==> src/rtl/dvd_pkg.sv <==
// Shared types and the decode helper for the scaled-word decoder.
package dvd_pkg;
  localparam int DVD_WIDTH = 8;
  localparam int DVD_DEPTH = 4;
  localparam int PTR_W     = $clog2(DVD_DEPTH);
  localparam int OCC_W     = PTR_W + 1;
  // Widest word the decode helper handles; instances zero-extend into it.
  localparam int DVD_MAX_W = 64;

  typedef struct packed {
    logic                 err;
    logic [DVD_WIDTH-1:0] data;
  } dvd_entry_t;

  typedef struct packed {
    logic                 err;
    logic [DVD_MAX_W-1:0] data;
  } dvd_dec_t;

  typedef enum logic [1:0] {OCC_EMPTY, OCC_PARTIAL, OCC_FULL} occ_state_e;

  // Undo the 2**shift scaling: logical right shift, flag any dropped ones.
  function automatic dvd_dec_t dvd_decode(input logic [DVD_MAX_W-1:0] word,
                                          input int unsigned shift);
    dvd_dec_t             r;
    logic [DVD_MAX_W-1:0] mask;
    mask   = (DVD_MAX_W'(1) << shift) - DVD_MAX_W'(1);
    r.err  = |(word & mask);
    r.data = word >> shift;
    return r;
  endfunction
endpackage

==> src/rtl/dvd_sync_fifo.sv <==
// Single-clock first-word-fall-through FIFO; head is read straight from storage.
module dvd_sync_fifo
  import dvd_pkg::*;
#(
  parameter int W     = DVD_WIDTH + 1,
  parameter int DEPTH = DVD_DEPTH
) (
  input  logic         clk,
  input  logic         rst,
  input  logic         push,
  input  logic         pop,
  input  logic [W-1:0] wdata,
  output logic [W-1:0] rdata,
  output occ_state_e   state
);
  localparam int PW = $clog2(DEPTH);

  logic [W-1:0]  mem [DEPTH];
  logic [PW-1:0] wr_ptr, rd_ptr;
  logic [PW:0]   occ;
  logic          full, empty, do_push, do_pop;

  assign full    = (state == OCC_FULL);
  assign empty   = (state == OCC_EMPTY);
  assign do_push = push & ~full;
  assign do_pop  = pop & ~empty;
  // Empty FIFO presents zeros rather than stale storage.
  assign rdata   = empty ? '0 : mem[rd_ptr];

  // Classify occupancy into empty / partial / full.
  always_comb begin
    state = OCC_PARTIAL;
    if (occ == '0)                    state = OCC_EMPTY;
    else if (occ == (PW+1)'(DEPTH))   state = OCC_FULL;
  end

  // Pointers wrap naturally since DEPTH is a power of two.
  always_ff @(posedge clk) begin
    if (rst) begin
      wr_ptr <= '0;
      rd_ptr <= '0;
      occ    <= '0;
    end else begin
      if (do_push) begin
        mem[wr_ptr] <= wdata;
        wr_ptr      <= wr_ptr + PW'(1);
      end
      if (do_pop) rd_ptr <= rd_ptr + PW'(1);
      case ({do_push, do_pop})
        2'b10:   occ <= occ + (PW+1)'(1);
        2'b01:   occ <= occ - (PW+1)'(1);
        default: occ <= occ;
      endcase
    end
  end
endmodule

==> src/rtl/double_value_decoder.sv <==
// Recovers original operands from doubled/scaled words, flags inexact words,
// counts them and queues decoded results for the downstream consumer.
module double_value_decoder
  import dvd_pkg::*;
#(
  parameter int WIDTH = 8,
  parameter int SHIFT = 1,
  parameter int DEPTH = 4,
  parameter int CNT_W = 16
) (
  input  logic             clk,
  input  logic             rst,
  input  logic             enable_dec,
  input  logic             in_valid,
  output logic             in_ready,
  input  logic [WIDTH-1:0] in_data,
  output logic             out_valid,
  input  logic             out_ready,
  output logic [WIDTH-1:0] out_data,
  output logic             out_err,
  input  logic             clr_err,
  output logic [CNT_W-1:0] err_count
);
  dvd_dec_t   dec;
  occ_state_e fifo_state;
  logic       accept, push, pop;
  logic [WIDTH:0] rd_entry;
  logic       dec_unused;

  assign dec        = dvd_decode(DVD_MAX_W'(in_data), SHIFT);
  assign dec_unused = ^dec.data[DVD_MAX_W-1:WIDTH];

  // With decode disabled words are swallowed, so backpressure only applies when enqueuing.
  assign in_ready  = ~enable_dec | (fifo_state != OCC_FULL);
  assign accept    = in_valid & in_ready;
  assign push      = accept & enable_dec;
  assign out_valid = (fifo_state != OCC_EMPTY);
  assign pop       = out_valid & out_ready;
  assign out_err   = rd_entry[WIDTH];
  assign out_data  = rd_entry[WIDTH-1:0];

  dvd_sync_fifo #(.W(WIDTH + 1), .DEPTH(DEPTH)) u_fifo (
    .clk   (clk),
    .rst   (rst),
    .push  (push),
    .pop   (pop),
    .wdata ({dec.err, dec.data[WIDTH-1:0]}),
    .rdata (rd_entry),
    .state (fifo_state)
  );

  // Saturating error counter; clear beats a same-cycle increment.
  always_ff @(posedge clk) begin
    if (rst)          err_count <= '0;
    else if (clr_err) err_count <= '0;
    else if (push && dec.err && (err_count != '1))
      err_count <= err_count + CNT_W'(1);
  end
endmodule
==> config.mk <==
export PLATFORM = sky130hd
export DESIGN_NAME = double_value_decoder
export DESIGN_NICKNAME = d
export VERILOG_FILES = /design/src/rtl/dvd_pkg.sv /design/src/rtl/dvd_sync_fifo.sv /design/src/rtl/double_value_decoder.sv
export SDC_FILE = /design/constraint.sdc
export NUM_CORES = 1
export LEC_CHECK = 0
export CAP_MARGIN = 20
export CORE_UTILIZATION = 54
export DETAILED_ROUTE_END_ITERATION = 10
export GPL_ROUTABILITY_DRIVEN = 0
export PLACE_DENSITY_LB_ADDON = 0.15
export RECOVER_POWER = 100
export SETUP_SLACK_MARGIN = 0.2
export SYNTH_ARGS = -nofsm -noshare
export SYNTH_HDL_FRONTEND = slang
export SYNTH_HIERARCHICAL = 1
export SYNTH_SLANG_ARGS = --single-unit
==> constraint.sdc <==
create_clock -name clk -period 3.2 [get_ports clk]
set_input_delay 0.32 -clock clk [delete_from_list [all_inputs] [get_ports clk]]
set_output_delay 0.32 -clock clk [all_outputs]
set_load 0.02 [all_outputs]
==> results of run 1 <==
[worst max-delay path, stage by stage (launching register included)]
cell,delay [ps]
dfxtp_1,710
mux4_2,590
nor2b_1,160
dlygate4sd3_1,670
[sequential cells by signal, indices dropped and copies added (netlist names), named ones only]
name,flops
u_fifo/rd_ptr,2
u_fifo/occ,3
err_count,16
u_fifo/wr_ptr,2
u_fifo/mem,36
[final cells by class]
class                           count  area [um^2]  area share, %
Multi-Input combinational cell    150         1140           33.0
Inverter                           10         37.5           1.09
Clock inverter                      5         50.0           1.45
Tap cell                           67         83.8           2.43
Timing Repair Buffer               44          415           12.1
Sequential cell                    61         1580           45.9
Clock buffer                       11          141           4.10
[stage by stage]
step                      cells  cell area, um^2
after floorplan             233             2830
after global routing        348             3450
final                       348             3450
after global placement      332             3280
after detailed placement    332             3280
after CTS                   348             3470
[worst max-delay path by stage]
stage                                          start  cells past startpoint                          to
after floorplan           u_fifo/occ[2]$_SDFFE_PP0P_                     11  u_fifo/occ[2]$_SDFFE_PP0P_
after global placement    u_fifo/occ[2]$_SDFFE_PP0P_                     10  u_fifo/occ[2]$_SDFFE_PP0P_
after global routing      u_fifo/occ[2]$_SDFFE_PP0P_                     10  u_fifo/occ[2]$_SDFFE_PP0P_
after CTS                                  flip-flop                      3                 out_data[5]
final                                      flip-flop                      3                 out_data[5]
after detailed placement  u_fifo/occ[2]$_SDFFE_PP0P_                     10  u_fifo/occ[2]$_SDFFE_PP0P_
[power by group]
group	leakage, nW	internal (mW)	switching, mW	total [mW]
Sequential	0.527	0.842	0.0111	0.853
Combinational	0.560	0.0625	0.0757	0.138
Clock	0.0944	0.374	0.277	0.651
[cells in the mapped netlist, types with 3 or more instances]
| library cell | n | area [um^2] |
|---|---|---|
| a211oi_1 | 5 | 37.5 |
| a21oi_1 | 14 | 70.1 |
| and3_1 | 3 | 18.8 |
| and4_1 | 5 | 43.8 |
| clkbuf_1 | 6 | 22.5 |
| dfxtp_1 | 25 | 500 |
| edfxtp_1 | 36 | 1080 |
| ha_1 | 6 | 75.1 |
| inv_1 | 10 | 37.5 |
| mux4_2 | 9 | 203 |
| nand2_1 | 6 | 22.5 |
| nand2b_1 | 3 | 18.8 |
| nand3_1 | 5 | 25.0 |
| nand4_1 | 10 | 62.6 |
| nor2_1 | 12 | 45.0 |
| nor2b_1 | 9 | 56.3 |
| nor3_1 | 3 | 15.0 |
| nor3b_1 | 6 | 45.0 |
| o21ai_0 | 4 | 20.0 |
| o31ai_1 | 7 | 52.6 |
| or2_2 | 3 | 18.8 |
| or3_1 | 4 | 25.0 |
| or4_1 | 6 | 45.0 |
| xor2_1 | 4 | 35.0 |
[layer usage]
layer | track usage (%) | wire, um | share of wire (%) | up-vias
met5 | 0 | 0 | 0 | -
met4 | 9.22 | 69 | 1.3 | 0
met3 | 7.32 | 216 | 4.0 | 9
met2 | 31.9 | 2560 | 48 | 37
met1 | 29.1 | 2530 | 47 | 987
li1 | - | - | - | 973
[cell families (layout without fill, tap and decap cells)]
family                     Yosys count  after routing  synth area share (%)
and+or+nand+nor                     86             86                  18.9
DFF                                 61             61                  56.0
AOI/OAI and AO/OA                   38             38                  8.73
buffers and inverters               22             70                  3.72
muxes                               11             11                  7.89
adders and majority gates            7              7                  3.37
xor gates and xnor gates             4              4                  1.24
other                                1              4                 0.133
==> metrics.md, run 1 <==
| Metric | Value |
|---|---|
| Worst skew pair latency | `330 ps` |
| Fin util | `between 70% and 80%` |
| Largest net degree at the start of global routing | `24` |
| Final cycle utilization of the critical path | `86.9%` |
| Critical Path Source Type | `flip-flop` |
| Endpoints failing setup | `0` |
| 1st-iter DRT viols | `about 80` |
| Vias in the first global route | `1,805` |
| Antenna violations before repair | `0` |
| Worst-Margin Slew | `799 ps` |
| Hold Crit Endpoint | `err_count[15]$_SDFFE_PP0P_` |
| CTS Hold Bufs | `0` |
| First-pass GRT wire length | `around 8600 um` |
| Setup TNS | `0 ps` |
| Post-Syn Instances | `230` |
| Final setup margin | `approximately 420 ps` |
| VDD IR-drop max | `roughly 0.3 mV` |
| Routed wire per std cell | `approximately 15 um` |
| Synth Area per Inst | `approximately 12 um^2` |
| Clock transition at the registers of the reported paths | `about 60 ps` |
| R2r endpoint | `u_fifo/occ[2]$_SDFFE_PP0P_` |
| Initial Utilization | `57.8%` |
| Die W | `around 74 um` |
| Fraction of layout cells with a size suffix above 1 | `under 10%` |
| RR Startpoint | `u_fifo/occ[2]$_SDFFE_PP0P_` |
| Commonest non-fill, non-tap cell in the layout | `edfxtp_1` |
| Ports | `between 40 and 50` |
| Die area | `around 5500 um^2` |
| H-tree depth | `3` |
| Status | `finished, final reports clean` |
| Hold Worst Slack | `513 ps` |
| Fillcell total | `around 380` |
| Vias | `about 2,000` |
| Post-cts sizing count | `0` |
| Total track usage | `21.5%` |
| Clock root cell | `clkbuf_8` |
| DRC | `0` |
| Port Buffer Count | `40` |
| Worst-path fanout max | `9` |
| Hold-critical path depth | `2` |
| HP Class | `flip-flop to flip-flop` |
| # nets final | `around 300` |
| Overall Power | `approximately 1.6 mW` |
| Core area | `between 4000 and 5000 um^2` |
| Mapped Area | `between 2000 and 3000 um^2` |
| Critical hold path startpoint | `err_count[15]$_SDFFE_PP0P_` |
| Unrepaired setup endpoints after global routing | `no` |
| Min cycle time layout | `~2800 ps` |
| Fin Clk Skew | `around 5.7 ps` |
| Final Hold Vio Count | `0` |
| CTS Buf Count | `9` |
| CP endpoint kind | `primary output` |
| Synth unique cells | `46` |
| Avg Vias per Cell | `around 5.8` |
| Setup WS pre-CTS | `645 ps` |
| Number of enable flip-flop cells after synthesis | `36` |
| GRT overflow | `0` |
| Hpwl dp | `approximately 3600 um` |
| Sequential area share after synthesis | `a little under three fifths` |
| Antenna viol nets, final | `0` |
| R2R depth | `10` |
| CTS tree | `built` |
| Leak pwr | `roughly 1.2 nW` |
| Ant. Diodes | `0` |
| Ys flop type | `edfxtp_1` |
| Setup Fix Bufs, Post-CTS | `0` |
| CP arrival | `between 2000 and 2500 ps` |
| Max Cap Viol | `0` |
| #FFs+latches synth | `61` |
| Row count | `25` |
| Final wirelength | `around 5400 um` |
| First-pass DRT Iterations | `4` |
| Final slew viol count | `0` |
| Area Overhead vs Synth | `22.1%` |
| Proportion of synthesized flip-flops having asynchronous set or reset | `0%` |
| Bufs on Longest Clock Path | `2` |
| Max-slew headroom | `46.6%` |
| Most frequent cells in the layout | `edfxtp_1 (36), dlygate4sd3_1 (35), dfxtp_1 (25)` |
| Sink Count | `61` |
| Fmax | `360 MHz` |
| Die Ht | `between 70 and 80 um` |
| Pwr per Cell Area | `between 400 and 500 nW/um^2` |
| Critical path type | `flip-flop to primary output` |
| CP required | `2880 ps` |
| Warnings from Yosys | `6` |
| FF-to-FF setup slack | `approximately 530 ps` |
No activity file was read; power rests on OpenSTA's default activity.
==> run 2: changes to the inputs <==
==> constraint.sdc (replaced) <==
create_clock -name clk -period 3 [get_ports clk]
set_input_delay 0.3 -clock clk [delete_from_list [all_inputs] [get_ports clk]]
set_output_delay 0.3 -clock clk [all_outputs]
set_load 0.02 [all_outputs]
==> run 2 against run 1 <==
  * Cell area grew 1.1%
  * Global-route usage increased by 0.59 points
  * Total power rose by 12%
  * Clock skew shrank 1.5 ps
  * Critical path depth did not move
  * Sequential share of layout area fell by 0.49 points
  * Sequential power rose by 6.7%
  * Utilization grew 0.77 points
  * Highest routed layer unchanged
  * Critical endpoint is now out_data[3]
  * Largest power group unchanged
  * Worst setup slack worse by 170 ps
  * Via count shrank 0.20%
  * First-iteration DRC count shrank 13%
==> metrics.md, run 2 (synthesized netlist as in run 1, its figures left out) <==
| Metric | Value |
|---|---|
| Max Cap Viol | `0 (unchanged)` |
| CTS Hold Bufs | `0 (unchanged)` |
| Ant. Diodes | `0 (unchanged)` |
| GRT overflow | `0 (unchanged)` |
| Initial Utilization | `57.8% (unchanged)` |
| Logic pwr share | `8.1% (-0.3 points)` |
| Bufs on Longest Clock Path | `2 (unchanged)` |
| Crit path cell chain | `mux4_2 -> and2b_1 -> dlygate4sd3_1` |
| Final Hold Vio Count | `0 (unchanged)` |
| Clk pwr share | `42.6% (+3.0 points)` |
| Endpoints failing setup | `0 (unchanged)` |
| Slowest cell on crit path | `dfxtp_1` |
| Critical path type | `flip-flop to primary output` |
| Fraction of layout cells with a size suffix above 1 | `11.0% (+1.4 points)` |
| Reg power frac | `49.3% (-2.6 points)` |
| Core area | `4880 um^2 (unchanged)` |
| Sw Share | `22.6% (+0.47 points)` |
| Fillcell total | `374 (-2.6%)` |
| Net Switching | `0.417 mW (+15%)` |
| Most flops, register | `u_fifo/mem` |
| Pwr per Cell Area | `529 nW/um^2 (+11%)` |
| Worst-path fanout max | `9 (unchanged)` |
| Die Ht | `74.3 um (unchanged)` |
| Min cycle time layout | `~2800 ps` |
| DRC | `0 (unchanged)` |
| Final wirelength | `5450 um (+1.4%)` |
| R2R depth | `10 (unchanged)` |
| Worst-Margin Slew | `678 ps (-121 ps)` |
| Hold Crit Endpoint | `err_count[1]$_SDFFE_PP0P_` |
| Fin Clk Skew | `4.16 ps (-1.49 ps)` |
| Setup Fix Bufs, Post-CTS | `0 (unchanged)` |
| Area Overhead vs Synth | `23.4%` |
| Vias | `2,002 (-0.20%)` |
| CTS tree | `built` |
| Final slew viol count | `0 (unchanged)` |
| First-pass GRT wire length | `8870 um (+3.3%)` |
| Critical Path Source Type | `flip-flop` |
| Most frequent cells in the layout | `dlygate4sd3_1 (36), edfxtp_1 (36), dfxtp_1 (25)` |
| CTS Buf Count | `9 (unchanged)` |
| HP Class | `flip-flop to flip-flop` |
| Post-cts sizing count | `0 (unchanged)` |
| Antenna violations before repair | `0 (unchanged)` |
| CP endpoint kind | `primary output` |
| 1st-iter DRT viols | `68 (-13%)` |
| R2r endpoint | `u_fifo/occ[2]$_SDFFE_PP0P_` |
| Largest net degree at the start of global routing | `24 (unchanged)` |
| RR Startpoint | `u_fifo/occ[2]$_SDFFE_PP0P_` |
| Max-slew headroom | `54.8% (+8.2 points)` |
| Cells after DPL | `333 (+0.30%)` |
| CP arrival | `2450 ps (about the same)` |
| Hpwl dp | `3640 um (+1.5%)` |
| Placed instance area | `3290 um^2 (+0.23%)` |
| Avg Vias per Cell | `5.74 (-0.49%)` |
| Largest registers | `u_fifo/mem: 36 flops, err_count: 16 flops, u_fifo/occ: 3 flops` |
| Unrepaired setup endpoints after global routing | `no` |
| Final Cell Area | `3480 um^2 (+1.1%)` |
| Status | `finished, final reports clean` |
| Worst skew pair latency | `340 ps (about the same)` |
| Sink Count | `61 (unchanged)` |
| Critical Path Max Stage Delay | `710 ps (about the same)` |
| Antenna viol nets, final | `0 (unchanged)` |
| Final setup margin | `247 ps (-172 ps)` |
| Finished Layout Cells | `349 (+0.29%)` |
| # nets final | `298 (+0.34%)` |
| Final cycle utilization of the critical path | `approximately nine tenths` |
| Ports | `41 (unchanged)` |
| Setup WS pre-CTS | `432 ps (-213 ps)` |
| Routed wire per std cell | `15.6 um (+1.1%)` |
| Vias in the first global route | `1,900 (+5.3%)` |
| First-pass DRT Iterations | `4 (unchanged)` |
| Die W | `74.3 um (unchanged)` |
| VDD IR-drop max | `0.403 mV (+36%)` |
| Total track usage | `22.1% (+0.59 points)` |
| Fmax | `approximately 360 MHz` |
| Overall Power | `1.85 mW (+12%)` |
| Leak pwr | `1.20 nW (+1.5%)` |
| Clock root cell | `clkbuf_8` |
| Max FFs per register | `36 (unchanged)` |
| FF-to-FF setup slack | `410 ps (-120 ps)` |
| Row count | `25 (unchanged)` |
| CP required | `2700 ps (-180 ps)` |
| Critical hold path startpoint | `err_count[1]$_SDFFE_PP0P_` |
| Die area | `5520 um^2 (unchanged)` |
| H-tree depth | `3 (unchanged)` |
| Port Buffer Count | `40 (unchanged)` |
| Int Power | `1.43 mW (+12%)` |
| Setup TNS | `0 ps (unchanged)` |
| Clock transition at the registers of the reported paths | `60 ps (about the same)` |
| Hold-critical path depth | `2 (unchanged)` |
run 2: cell types whose count changed in the layout (fill, tap and decap cells not counted):
cell | before | now
nor2b_1 | 10 | 9
nor2b_4 | 0 | 1
clkinv_1 | 2 | 1
dlygate4sd3_1 | 35 | 36
clkbuf_8 | 10 | 9
clkinv_2 | 1 | 2
clkbuf_1 | 5 | 4
bufinv_16 | 1 | 2
clkdlybuf4s50_1 | 5 | 4
clkinv_4 | 0 | 1
buf_4 | 0 | 1
run 2: final cells by class:
cell class              count  area (um^2)  area share, %
inverters                  10         37.5           1.08
well taps                  67         83.8           2.41
clock buffers               9          124           3.55
clock inverters             7         90.1           2.59
repair buffers             45          423           12.1
multi-input cells         150         1140           32.9
flip-flops and latches     61         1580           45.4
run 2: critical path: cells and delay by family, from the launching register on:
family	cells	cell delay (ps)
flip-flops	1	710
buffers and inverters	1	640
AND/OR/NAND/NOR	1	180
multiplexers	1	590
run 2: how the worst max path moves through the flow:
stage | to | slack [ps] | depth (start not counted)
CTS | out_data[3] | 300 | 3
finish | out_data[3] | 250 | 3
global route | out_data[3] | 110 | 3
global placement | u_fifo/occ[2]$_SDFFE_PP0P_ | 560 | 10
floorplan | u_fifo/occ[2]$_SDFFE_PP0P_ | 680 | 11
detailed placement | u_fifo/occ[2]$_SDFFE_PP0P_ | 430 | 10
run 2: routing by layer:
layer	wire, um	GRT usage, %	share of wire [%]	vias to the layer above
met5	0	0	0	-
met4	91	11.3	1.7	0
met3	194	3.66	3.6	8
met2	2610	34.8	48	41
met1	2560	29.8	47	979
li1	-	-	-	974
run 2: power groups by stage:
stage               Combinational [mW]  Sequential (mW)  Clock, mW
floorplan                       0.0952            0.924          0
global placement                 0.159            0.927          0
detailed placement               0.160            0.928          0
CTS                              0.161            0.910      0.799
global route                     0.165            0.911      0.829
finish                           0.150            0.910      0.785
run 2: stage by stage:
| step | util (%) | hold slack [ps] |
|---|---|---|
| 4_1_cts | 71.8 | 508 |
| 2_1_floorplan | - | 399 |
| 6_report | 71.4 | 504 |
| 3_3_place_gp | 67.4 | 496 |
| 3_5_place_dp | 67.4 | 499 |
| 5_1_grt | 71.4 | 549 |
